File: src/rtl/if_fetch_unit.sv
// Instruction-fetch stage: PC generation, single-outstanding imem requests,
// output + skid buffering against stalls, redirect/flush. Optional counters: IF_FETCH_PERF_EN.
module if_fetch_unit #(
   parameter int unsigned            DATA_WIDTH = 32,
   parameter logic [DATA_WIDTH-1:0]  RESET_PC   = '0,
   parameter int unsigned            PC_STEP    = 4
) (
   input  logic                  clk,
   input  logic                  rst,
   input  logic                  is_stop,
   input  logic                  br_taken,
   input  logic [DATA_WIDTH-1:0] br_target,
   output logic                  imem_req,
   output logic [DATA_WIDTH-1:0] imem_addr,
   input  logic                  imem_valid,
   input  logic [DATA_WIDTH-1:0] imem_rdata,
   output logic                  o_valid,
   output logic [DATA_WIDTH-1:0] o_code,
   output logic [DATA_WIDTH-1:0] o_pc
`ifdef IF_FETCH_PERF_EN
   ,
   output logic [31:0]           perf_stall_cnt,
   output logic [31:0]           perf_kill_cnt
`endif
);

   typedef enum logic [1:0] {REQ, WAIT, FULL} state_t;

   state_t                state_q, state_d;
   logic                  kill_q, kill_d;
   logic [DATA_WIDTH-1:0] pc_q, req_pc;
   logic                  sk_valid;
   logic [DATA_WIDTH-1:0] sk_code, sk_pc;

   logic consume, issue, load_rsp, load_sk, sk_move, drop;

   assign consume   = o_valid & ~is_stop;
   assign imem_addr = pc_q;
   // rst is folded in so nothing is requested while reset is held.
   assign issue     = rst & (state_q == REQ) & ~br_taken;
   assign imem_req  = issue;

   always_ff @(posedge clk or negedge rst) begin
      if (!rst) begin
         state_q <= REQ;
         kill_q  <= 1'b0;
      end else begin
         state_q <= state_d;
         kill_q  <= kill_d;
      end
   end

   always_comb begin
      state_d  = state_q;
      kill_d   = kill_q;
      load_rsp = 1'b0;
      load_sk  = 1'b0;
      sk_move  = 1'b0;
      drop     = 1'b0;
      if (br_taken) begin
         state_d = REQ;
         if (state_q == WAIT) begin
            if (imem_valid) begin
               drop   = 1'b1;
               kill_d = 1'b0;
            end else begin
               // response still in flight: remember to discard it
               kill_d  = 1'b1;
               state_d = WAIT;
            end
         end
      end else begin
         case (state_q)
            REQ:  state_d = WAIT;
            WAIT: begin
               if (imem_valid) begin
                  state_d = REQ;
                  if (kill_q) begin
                     drop   = 1'b1;
                     kill_d = 1'b0;
                  end else if (!o_valid || consume) begin
                     load_rsp = 1'b1;
                  end else begin
                     load_sk = 1'b1;
                     state_d = FULL;
                  end
               end
            end
            FULL: begin
               if (consume) begin
                  sk_move = 1'b1;
                  state_d = REQ;
               end
            end
            default: state_d = REQ;
         endcase
      end
   end

   always_ff @(posedge clk or negedge rst) begin
      if (!rst) begin
         pc_q   <= RESET_PC;
         req_pc <= '0;
      end else if (br_taken) begin
         pc_q <= br_target;
      end else if (issue) begin
         req_pc <= pc_q;
         pc_q   <= pc_q + DATA_WIDTH'(PC_STEP);
      end
   end

   // Output buffer: a word not replaced on consume leaves a NOP bubble.
   always_ff @(posedge clk or negedge rst) begin
      if (!rst) begin
         o_valid <= 1'b0;
         o_code  <= '0;
         o_pc    <= '0;
      end else if (br_taken) begin
         o_valid <= 1'b0;
         o_code  <= '0;
         o_pc    <= '0;
      end else if (load_rsp) begin
         o_valid <= 1'b1;
         o_code  <= imem_rdata;
         o_pc    <= req_pc;
      end else if (sk_move) begin
         o_valid <= 1'b1;
         o_code  <= sk_code;
         o_pc    <= sk_pc;
      end else if (consume) begin
         o_valid <= 1'b0;
         o_code  <= '0;
         o_pc    <= '0;
      end
   end

   always_ff @(posedge clk or negedge rst) begin
      if (!rst) begin
         sk_valid <= 1'b0;
         sk_code  <= '0;
         sk_pc    <= '0;
      end else if (br_taken) begin
         sk_valid <= 1'b0;
      end else if (load_sk) begin
         sk_valid <= 1'b1;
         sk_code  <= imem_rdata;
         sk_pc    <= req_pc;
      end else if (sk_move) begin
         sk_valid <= 1'b0;
      end
   end

`ifdef IF_FETCH_PERF_EN
   always_ff @(posedge clk or negedge rst) begin
      if (!rst) begin
         perf_stall_cnt <= '0;
         perf_kill_cnt  <= '0;
      end else begin
         if (o_valid && is_stop && perf_stall_cnt != 32'hFFFF_FFFF)
            perf_stall_cnt <= perf_stall_cnt + 32'd1;
         if (drop && perf_kill_cnt != 32'hFFFF_FFFF)
            perf_kill_cnt <= perf_kill_cnt + 32'd1;
      end
   end
`endif

endmodule
File: config.mk
export PLATFORM = sky130hd
export DESIGN_NAME = if_fetch_unit
export DESIGN_NICKNAME = d
export VERILOG_FILES = /design/src/rtl/if_fetch_unit.sv
export SDC_FILE = /design/constraint.sdc
export NUM_CORES = 1
export LEC_CHECK = 0
export CAP_MARGIN = 15
export CORE_ASPECT_RATIO = 0.5
export CORE_MARGIN = 5
export CORE_UTILIZATION = 35
export CTS_BUF_LIST = sky130_fd_sc_hd__clkbuf_2
export CTS_CLUSTER_SIZE = 16
export DETAILED_ROUTE_END_ITERATION = 7
export HOLD_SLACK_MARGIN = 0.05
export PLACE_DENSITY = 0.63
export SYNTH_ARGS = -nofsm -noshare
export SYNTH_HDL_FRONTEND = slang
export SYNTH_SLANG_ARGS = --single-unit
File: constraint.sdc
create_clock -name clk -period 4.2 [get_ports clk]
set_clock_uncertainty 0.2 [all_clocks]
set_input_delay 0.84 -clock clk [delete_from_list [all_inputs] [get_ports clk]]
set_output_delay 0.84 -clock clk [all_outputs]
set_load 0.05 [all_outputs]
==> After elaboration in Yosys (flattened, before gate mapping) <==
Index checks and enable logic that the tools add are counted.
{ "classes": {"n_lt_le_gt_ge": 0, "n_mux": 39, "n_bitwise": 5, "eq_ne": 4, "shifts": 0, "n_div": 0, "multipliers": 0, "reduce_logical": 10, "addsub": 1} }
{ "ops": {"columns": ["op", "count"], "rows": [
  ["32-bit 2-to-1 mux", 9],
  ["32-bit by 3-bit adder with 32-bit output (second input constant)", 1],
  ["1-bit 2-to-1 mux", 24],
  ["2-bit 2-to-1 mux", 5],
  ["2-bit AND reduction", 4],
  ["3-bit inequality test (second input constant)", 2],
  ["2-bit case mux with 3 select lines", 1],
  ["2-bit nonzero test", 2],
  ["4-bit nonzero test", 1],
  ["1-bit bitwise AND", 3],
  ["2-bit by 1-bit equality test with 1-bit output (second input constant)", 1],
  ["2-bit equality test (second input constant)", 1],
  ["2-bit zero test", 1],
  ["1-bit inverter", 2],
  ["1-bit zero test", 1],
  ["1-bit logical OR", 1]
]} }
{ "totals": {"in_bits": 69, "out_inout_bits": 98, "ramBits": 0, "wordCells": 68, "latchBits": 0, "register_bits": 196, "rom_bits": 0, "mem_count": 0} }

==> Depth between registers and ports, before layout <==
Gate-level depths: netlist of the first run.
{ "logic_depth": {"depth_word": 10, "ltp_mapped": 7, "depth_no_buf": 5} }

==> Least setup slack after synthesis of the first run <==
Ideal clock, no wire load.
{ "synth_timing": {"path_kind": "input port to output port", "from": "input rst", "to": "output imem_req", "path_slack_ns": 0.879, "path_stages": 4, "arrival_time_ns": 2.281, "required_ns": 3.160, "n_path_buf": 2, "cell_sequence": "or3b_1 -> clkbuf_1 -> nor2_1 -> clkbuf_1"} }
{ "synth_via": {"elab_chain_cells": 2} }
{ "synth_lines": {"columns": ["element", "line", "text"], "rows": [
  ["from (decl)", "9", "input logic rst,"],
  ["1-bit bitwise AND (2 in series)", "40", "assign issue = rst & (state_q == REQ) & ~br_taken;"],
  ["to (decl)", "13", "output logic imem_req,"]
]} }
No other way between the ends.

==> Final worst setup path of the first run <==
Same ends and word-level chain as after synthesis.

==> impl_metrics.tcl, run 1 <==
set metrics [dict create \
    ios 167 \
    tns_ns 0 \
    status "completed" \
    worst_pin_slew_ns 0.967 \
    synth_flop_cell "dfrtp_1" \
    syn_inst 647 \
    cp.depth 5 \
    hold_violations 0 \
    antenna_found_initial 1 \
    period_minus_slack_ns 3.32 \
    async_flop_share_pct 100 \
    syn_nets 717 \
    peakVddDrop_v 0.000153 \
    dieArea_um2 27500 \
    synth.avg_cell_area_um2 13.1 \
    hold_path_class "reg2reg" \
    post_dp_cell_area_um2 10500 \
    ys_ff_latch 196 \
    start_util_pct 35.4 \
    hold_depth 1 \
    p_per_area_nw_per_um2 412 \
    final_antenna_net_count 0 \
    num-fill-cells 2159 \
    cp_top_family "buffers and inverters" \
    crit_path_end_kind "primary output" \
    final_cell_mix "196 x dfrtp_1, 163 x clkdlybuf4s50_1, 98 x mux2_2, 65 x mux2i_1, 64 x o2bb2ai_1" \
    overflow 0 \
    cts_tree "done" \
    nets 871 \
    synth_edf_count 0 \
    drt_iter0_drc 362 \
    crit_chain "dlygate4sd3_1, clkbuf_8, or3b_1, nor2_4, buf_12" \
    rows 40 \
    dieHeight_um 120 \
    cp.required_ns 3.16 \
    synth_area_um2 8450 \
    seq_area_um2 4900 \
    vias 5863 \
    relSlewSlack_pct 35.5 \
    power.leakage_nw 4.82 \
    finalWeightedCongestion 0.745 \
    cp.arrival_ns 2.28 \
    drive_above_1_share_pct 18.4 \
    drt-total-wl_um 21600 \
    wl_per_cell_um 19.1 \
    finalSetupViolCount 0 \
    cts.sinks 196 \
    multi_input_area_um2 3400 \
    cp-start-kind "input pin" \
    period_share_pct 79.1 \
    worst-setup-path-type "in2out" \
    cts_max_level 4 \
    fmax_ghz 0.301 \
    core-area_um2 23900 \
    grt_start_max_net_pins 147 \
    dpl.hpwl_um 14000 \
    fp.dieW_um 230 \
    post_drt_via_cell_ratio 5.19 \
    rsz0062_at_grt "no" \
    clockRootBuffer "clkbuf_2" \
    port_buffers 166 \
    finalInstanceArea_um2 10800 \
    maxSlewViolCount 0 \
    grt_usage_pct 15.7 \
    drc_errors 0 \
    slowest_stage "dlygate4sd3_1" \
    crit_buf_inv 3 \
    drv_cap 0 \
    yosysSeqAreaShare_pct 58.1 \
    cp_slowest_stage_delay_ns 0.55 \
    grt_pass1_vias 6016 \
    final_common_cell "dfrtp_1" \
    cts_resized 0 \
    r2r_cells 4 \
    grt_pass1_wl_um 34300 \
    syn_to_final_growth_pct 27.4 \
    yosysWarnings 0 \
    cts_buffers 17 \
    synth.distinct_cells 40 \
    clock_latency_ns 0.81 \
    dr.pass1.iters 4 \
    path_max_fanout 5 \
    cts.path.max_buffers 2 \
    cts.clk_slew.worst_paths_ns 0.25 \
]
[through the flow]
step                      instances  power (W)  hold WS (ns)  setup WS [ns]  utilization [%]
after floorplan                 647    0.00310         0.280          0.879                -
after global placement         1096    0.00348         0.270          0.965             44.0
after detailed placement       1096    0.00352         0.273          0.943             44.0
after CTS                      1129    0.00449         0.229          0.746             45.1
after global routing           1130    0.00469         0.214          0.679             45.1
final                          1130    0.00443         0.323          0.878             45.1
[worst register-to-register path: stages (launching register included)]
cell and delay, ns:
dfrtp_1 0.54, or3b_1 0.51, or4_1 0.82, or4_1 0.59
a31oi_1 0.17
[final cells by class]
| class | count | share of cell area [%] |
|---|---|---|
| multi-input cells | 404 | 31.6 |
| flip-flops and latches | 196 | 45.6 |
| inverters | 4 | 0.140 |
| repair buffers | 178 | 16.7 |
| diodes | 1 | 0.0233 |
| clock buffers | 17 | 0.791 |
| clock inverters | 15 | 1.44 |
| well taps | 315 | 3.66 |
[state kept, by name, indices dropped and copies added (netlist names)]
name,count
imem_addr,32
o_code,32
o_pc,32
req_pc,32
sk_code,32
sk_pc,32
state_q,2
kill_q,1
o_valid,1
[final timing paths]
| check | start | endpoint | slack [ns] |
|---|---|---|---|
| setup / recovery | rst | imem_req | 0.88 |
| setup reg to reg | state_q[0] | imem_addr[31] | 1.32 |
| max in group asynchronous | rst | sk_code[18] | 2.03 |
| min in group asynchronous | rst | imem_addr[7] | 0.53 |
| hold reg to reg | o_code[7] | o_code[7] | 0.32 |
| hold / removal | o_code[7] | o_code[7] | 0.32 |
[power breakdown]
group	internal, W	switching (W)	total [W]	leakage [nW]
Combinational	0.000492	0.000563	0.00106	2.12
Sequential	0.00219	0.000223	0.00241	2.56
Clock	0.000279	0.000684	0.000962	0.138
Total	0.00296	0.00147	0.00443	4.82
[repair_timing]
item                      4_1_cts  5_1_grt
hold buffers                    1        0
setup buffers                   0        0
hold endpoints to repair       50        0
[metal layers]
metal  track usage, %  part of all wire [%]
met5                0                     0
met1             20.4                    46
met3             4.02                   3.3
met2             26.5                    50
met4             3.80                   1.0
[synthesized netlist by cell type, types with 2 or more instances]
master	n	area share, %
nor4_1	2	0.15
nor2_1	20	0.89
nor3_1	4	0.24
and3_1	2	0.15
nor2b_1	3	0.22
o21ai_0	17	1.0
nand3_1	11	0.65
and2_1	3	0.22
mux2i_1	65	7.7
o31ai_1	12	1.1
a31oi_1	15	1.1
nand2_1	26	1.2
o2bb2ai_1	64	6.6
or3_1	3	0.22
nand4_1	9	0.67
or2_2	2	0.15
mux2_2	98	13
or4_1	18	1.6
dfrtp_1	196	58
clkbuf_1	42	1.9
inv_1	4	0.18
a21oi_1	4	0.24
xor2_1	5	0.52
o211ai_1	2	0.18
xnor2_1	5	0.52
[cells by family (layout without fill, tap and decap cells)]
family	Yosys count	in the layout	synth area share [%]
flip-flops	196	196	58.1
adder cells (fa/ha/maj)	1	1	0.148
other	0	1	0
buffers and inverters	47	214	2.10
AO/OA/AOI/OAI	117	117	10.5
multiplexers	163	163	20.8
XOR/XNOR	10	10	1.04
AND/OR/NAND/NOR	113	113	7.36
No activity file was read; power rests on OpenSTA's default activity.
==> run 2, diff against run 1 <==
- PLACE_DENSITY: 0.63 -> 0.65
- clock period: 4.2 -> 2.7 ns (I/O delays scaled with it)
==> run 2 against run 1 <==
  * The run now ends with negative setup slack left
  * Critical endpoint unchanged
  * Register-to-register slack worse by 1.2 ns
  * Clock-buffer cell count up 2
  * Largest cell class unchanged
  * Cell count up 5.2%
  * First-iteration DRC count up 4.1%
  * Total power up 54%
  * Wire length up 2.8%
  * Combinational power up 60%
==> impl_metrics.tcl, run 2 (same netlist as run 1, synthesis figures left out) <==
set metrics [dict create \
    clock_latency_ns 0.80 \
    drc_errors 0 \
    final_cell_mix "196 x dfrtp_1, 98 x mux2_2, 66 x clkdlybuf4s50_1, 65 x mux2i_1, 65 x dlygate4sd2_1" \
    finalSetupViolCount 1 \
    cts_buffers 17 \
    antenna_found_initial 2 \
    worst-setup-path-type "reg2out" \
    drv_cap 0 \
    final_common_cell "dfrtp_1" \
    grt_usage_pct 16.1 \
    core-area_um2 23900 \
    overflow 0 \
    port_buffers 166 \
    fp.dieW_um 230 \
    fmax_ghz 0.365 \
    grt_pass1_wl_um 35500 \
    path_max_fanout 2 \
    slowest_stage "dfrtp_1" \
    period_minus_slack_ns 2.74 \
    drt_iter0_drc 377 \
    dpl.hpwl_um 14200 \
    rsz0062_at_grt "yes" \
    nets 931 \
    drt-total-wl_um 22200 \
    period_share_pct 102 \
    cp.required_ns 1.96 \
    dieHeight_um 120 \
    grt_pass1_vias 6519 \
    cts.clk_slew.worst_paths_ns 0.26 \
    dr.pass1.iters 5 \
    cp.arrival_ns 2.00 \
    start_util_pct 35.4 \
    finalWeightedCongestion 0.749 \
    hold_violations 0 \
    crit_path_end_kind "primary output" \
    p_per_area_nw_per_um2 610 \
    maxSlewViolCount 0 \
    cp_slowest_stage_delay_ns 0.46 \
    power.leakage_nw 5.41 \
    post_dp_cell_area_um2 10700 \
    cts_tree "done" \
    drive_above_1_share_pct 23.3 \
    cts_max_level 4 \
    vias 6078 \
    violations "negative setup slack" \
    status "finished with violations" \
    post_drt_via_cell_ratio 5.11 \
    finalInstanceArea_um2 11200 \
    cts.sinks 196 \
    stdcell_count 1189 \
    placedCellCount 1113 \
    crit_chain "or3b_4, nor2_4, buf_12" \
    num-fill-cells 2164 \
    worst_pin_slew_ns 1.09 \
    dieArea_um2 27500 \
    grt_start_max_net_pins 197 \
    relSlewSlack_pct 27.2 \
    cp-start-kind "register" \
    hold_path_class "in2reg" \
    clockRootBuffer "clkbuf_2" \
    peakVddDrop_v 0.000215 \
    wl_per_cell_um 18.6 \
    rows 40 \
    cts.path.max_buffers 2 \
    ios 167 \
    syn_to_final_growth_pct 32.5 \
    setup_ws_ns -0.0425 \
    final_antenna_net_count 0 \
]
## run 2: cell count changes in the layout (fill, tap and decap cells not counted), sizes merged, moves of 3 or more
cell           before  now
clkdlybuf4s15       0   18
buf                13   36
clkbuf             18   34
clkdlybuf4s50     163   66
dlygate4sd3         1   38
dlygate4sd2         0   65
inv                 8    5
## run 2: worst max-delay path, delay by kind of cell (launching register included)
| family | cells | cell delay (ns) |
|---|---|---|
| AND/OR/NAND/NOR | 2 | 0.59 |
| buffers and inverters | 1 | 0.16 |
| flip-flops | 1 | 0.46 |
## run 2: per-layer routing
layer | up-vias | track usage [%] | wire length (um)
met5 | - | 0 | 0
met4 | 0 | 5.67 | 562
met3 | 33 | 3.97 | 667
met2 | 95 | 27.8 | 11100
met1 | 3105 | 20.0 | 9850
li1 | 2845 | - | -
## run 2: area by class of cell
type                    instances  area (um^2)  share of cell area (%)
flip-flops and latches        196         4900                    43.8
diodes                          2         5.00                  0.0447
multi-input cells             404         3410                    30.4
well taps                     315          394                    3.52
inverters                       4         15.0                   0.134
clock buffers                  19         95.1                   0.849
clock inverters                11          113                    1.01
repair buffers                238         2260                    20.2
## run 2: repair_timing
| action | CTS | global route |
|---|---|---|
| setup endpoints to repair | 98 | 22 |
| pin swaps | 2 | 4 |
| gates resized for setup | 145 | 18 |
| hold endpoints to repair | 232 | 1 |
| buffers inserted | 2 | 3 |
| cloned | 0 | 2 |
| hold buffers | 37 | 1 |
## run 2: path summary, 6_finish.rpt
path                                start            end  slack, ns  cells past startpoint
max in group asynchronous             rst    sk_code[29]       0.52                      4
min in group asynchronous             rst  imem_addr[18]       0.94                      4
setup reg to reg               state_q[0]  imem_addr[31]       0.15                      6
hold / removal             imem_rdata[17]     o_code[17]       0.15                      3
hold reg to reg                o_code[26]     o_code[26]       0.31                      1
setup / recovery               state_q[0]       imem_req      -0.04                      3
## run 2: per-stage QoR
stage	utilization (%)	power, W	hold slack (ns)	setup slack (ns)	setup TNS, ns
final	46.9	0.00683	0.154	-0.0425	-0.0425
after global routing	46.9	0.00723	0.0584	-0.187	-0.187
after CTS	47.0	0.00692	0.0555	-0.201	-0.201
after detailed placement	44.8	0.00553	0.275	0.0159	0
after global placement	44.8	0.00545	0.271	-0.00531	-0.00531
after floorplan	-	0.00482	0.0444	0.0850	0
## run 2: where the power goes
part / internal [W] / total [W] / leakage, nW / switching (W)
clock network: 0.000410 / 0.00139 / 0.125 / 0.000983
logic: 0.000778 / 0.00170 / 2.72 / 0.000918
registers: 0.00341 / 0.00374 / 2.56 / 0.000332
total: 0.00460 / 0.00683 / 5.41 / 0.00223
==> run 3, diff against run 2 <==
- CORE_UTILIZATION: 35 -> 48
- PLACE_DENSITY: 0.65 -> 0.83
==> run 3 against run 2 <==
  * The flow now finishes without violations
  * Wire length decreased by 4.6%
  * Sequential power about the same
  * Sequential cell count unchanged
  * Combinational power decreased by 3%
  * First-iteration DRC count decreased by 15%
  * Critical path type unchanged
  * Largest cell class unchanged
  * Largest power group unchanged
==> impl_metrics.tcl, run 3 (same netlist as run 1, synthesis figures left out) <==
set metrics [dict create \
    status "completed" \
    maxSlewViolCount 0 \
    grt_pass1_vias 6460 \
    worst_r2r_endpoint "imem_addr[21]" \
    antenna_found_initial 1 \
    hold_violations 0 \
    period_share_pct 99.5 \
    drive_above_1_share_pct 22.5 \
    post-route-util_pct 62.8 \
    final_cell_mix "196 x dfrtp_1, 98 x mux2_2, 73 x dlygate4sd2_1, 67 x clkdlybuf4s50_1, 65 x mux2i_1" \
    final_common_cell "dfrtp_1" \
    syn_to_final_growth_pct 28.6 \
    power.leakage_nw 5.33 \
    overflow 0 \
    p_per_area_nw_per_um2 643 \
    drc_errors 0 \
    core-area_um2 17300 \
    port_buffers 166 \
    cp-start-kind "register" \
    cts.clk_slew.worst_paths_ns 0.31 \
    cts_max_level 4 \
    peakVddDrop_v 0.000328 \
    grt_pass1_wl_um 34300 \
    r2r_cells 6 \
    dieArea_um2 20500 \
    grt_usage_pct 20.7 \
    crit_path_end_kind "primary output" \
    endpoint "imem_req" \
    cts.sinks 196 \
    rsz0062_at_grt "yes" \
    tns_ns 0 \
    rrSetupSlack_ns 0.05 \
    clock_latency_ns 0.76 \
    post_dp_cell_area_um2 10600 \
    dpl.hpwl_um 14000 \
    clockRootBuffer "clkbuf_2" \
    fp.dieW_um 198 \
    start_util_pct 48.8 \
    vias 6197 \
    r2r_start "state_q[1]" \
    post_drt_via_cell_ratio 5.73 \
    relSlewSlack_pct 47.9 \
    cp.required_ns 1.96 \
    hold_path_class "in2reg" \
    dr.pass1.iters 5 \
    wl_per_cell_um 19.6 \
    period_minus_slack_ns 2.69 \
    rows 34 \
    cts_tree "done" \
    finalSetupViolCount 0 \
    finalInstanceArea_um2 10900 \
    drv_cap 0 \
    dieHeight_um 104 \
    ios 167 \
    cts.path.max_buffers 2 \
    fmax_ghz 0.372 \
    cts_buffers 17 \
    critPathLaunch "state_q[1]" \
    path_max_fanout 2 \
    worst-setup-path-type "reg2out" \
    placedCellCount 1031 \
    drt_iter0_drc 319 \
    worst_pin_slew_ns 0.782 \
    stdcell_count 1081 \
    grt_start_max_net_pins 146 \
    finalWeightedCongestion 0.856 \
    drt-total-wl_um 21100 \
    final_antenna_net_count 0 \
    nets 903 \
    cp.arrival_ns 1.95 \
]
-- run 3: worst min-delay path by stage --
stage            startpoint            to  slack, ns  cells past startpoint
2_1_floorplan           rst  imem_addr[0]       0.04                      0
3_3_place_gp     o_code[21]    o_code[21]       0.27                      1
3_5_place_dp       o_pc[19]      o_pc[19]       0.27                      1
4_1_cts        br_target[5]  imem_addr[5]       0.05                      3
5_1_grt        br_target[5]  imem_addr[5]       0.05                      3
6_report       br_target[5]  imem_addr[5]       0.10                      3
-- run 3: routing by layer --
metal	track usage (%)	routed length, um	vias to the layer above
li1	-	-	2795
met5	0	0	-
met2	33.4	10200	175
met1	28.4	9460	3186
met4	6.24	495	0
met3	4.35	962	41
-- run 3: final cells by class --
cell class | instances | area [um^2]
inverters | 4 | 15.0
clock buffers | 17 | 85.1
well taps | 234 | 293
flip-flops and latches | 196 | 4900
repair buffers | 210 | 1970
fillers | 1321 | 6450
clock inverters | 15 | 188
diodes | 1 | 2.50
multi-input cells | 404 | 3410
-- run 3: what timing repair did --
action / CTS / global route
gates resized for setup: 102 / 38
buffers inserted: 2 / 3
hold endpoints to repair: 206 / 1
pin swaps: 2 / 4
cloned: 0 / 1
hold buffers: 11 / 1
endpoints found under the setup margin: 98 / 30
-- run 3: metrics by stage --
step / setup WS, ns / power [W] / hold WS, ns
6_report: 0.0122 / 0.00699 / 0.101
5_1_grt: -0.106 / 0.00737 / 0.0526
4_1_cts: -0.109 / 0.00705 / 0.0502
3_5_place_dp: 0.00866 / 0.00552 / 0.273
3_3_place_gp: 0.00939 / 0.00543 / 0.270
2_1_floorplan: 0.0850 / 0.00482 / 0.0444
-- run 3: critical path, stage by stage (launching register included) --
cell and delay (ns):
dfrtp_1 0.47, or3b_4 0.41, nor2_4 0.15, buf_12 0.16
-- run 3: power breakdown --
| group | leakage (nW) | switching [W] | internal (W) |
|---|---|---|---|
| clock network | 0.160 | 0.00110 | 0.000480 |
| logic | 2.61 | 0.000908 | 0.000745 |
| registers | 2.56 | 0.000347 | 0.00341 |
| total | 5.33 | 0.00236 | 0.00464 |
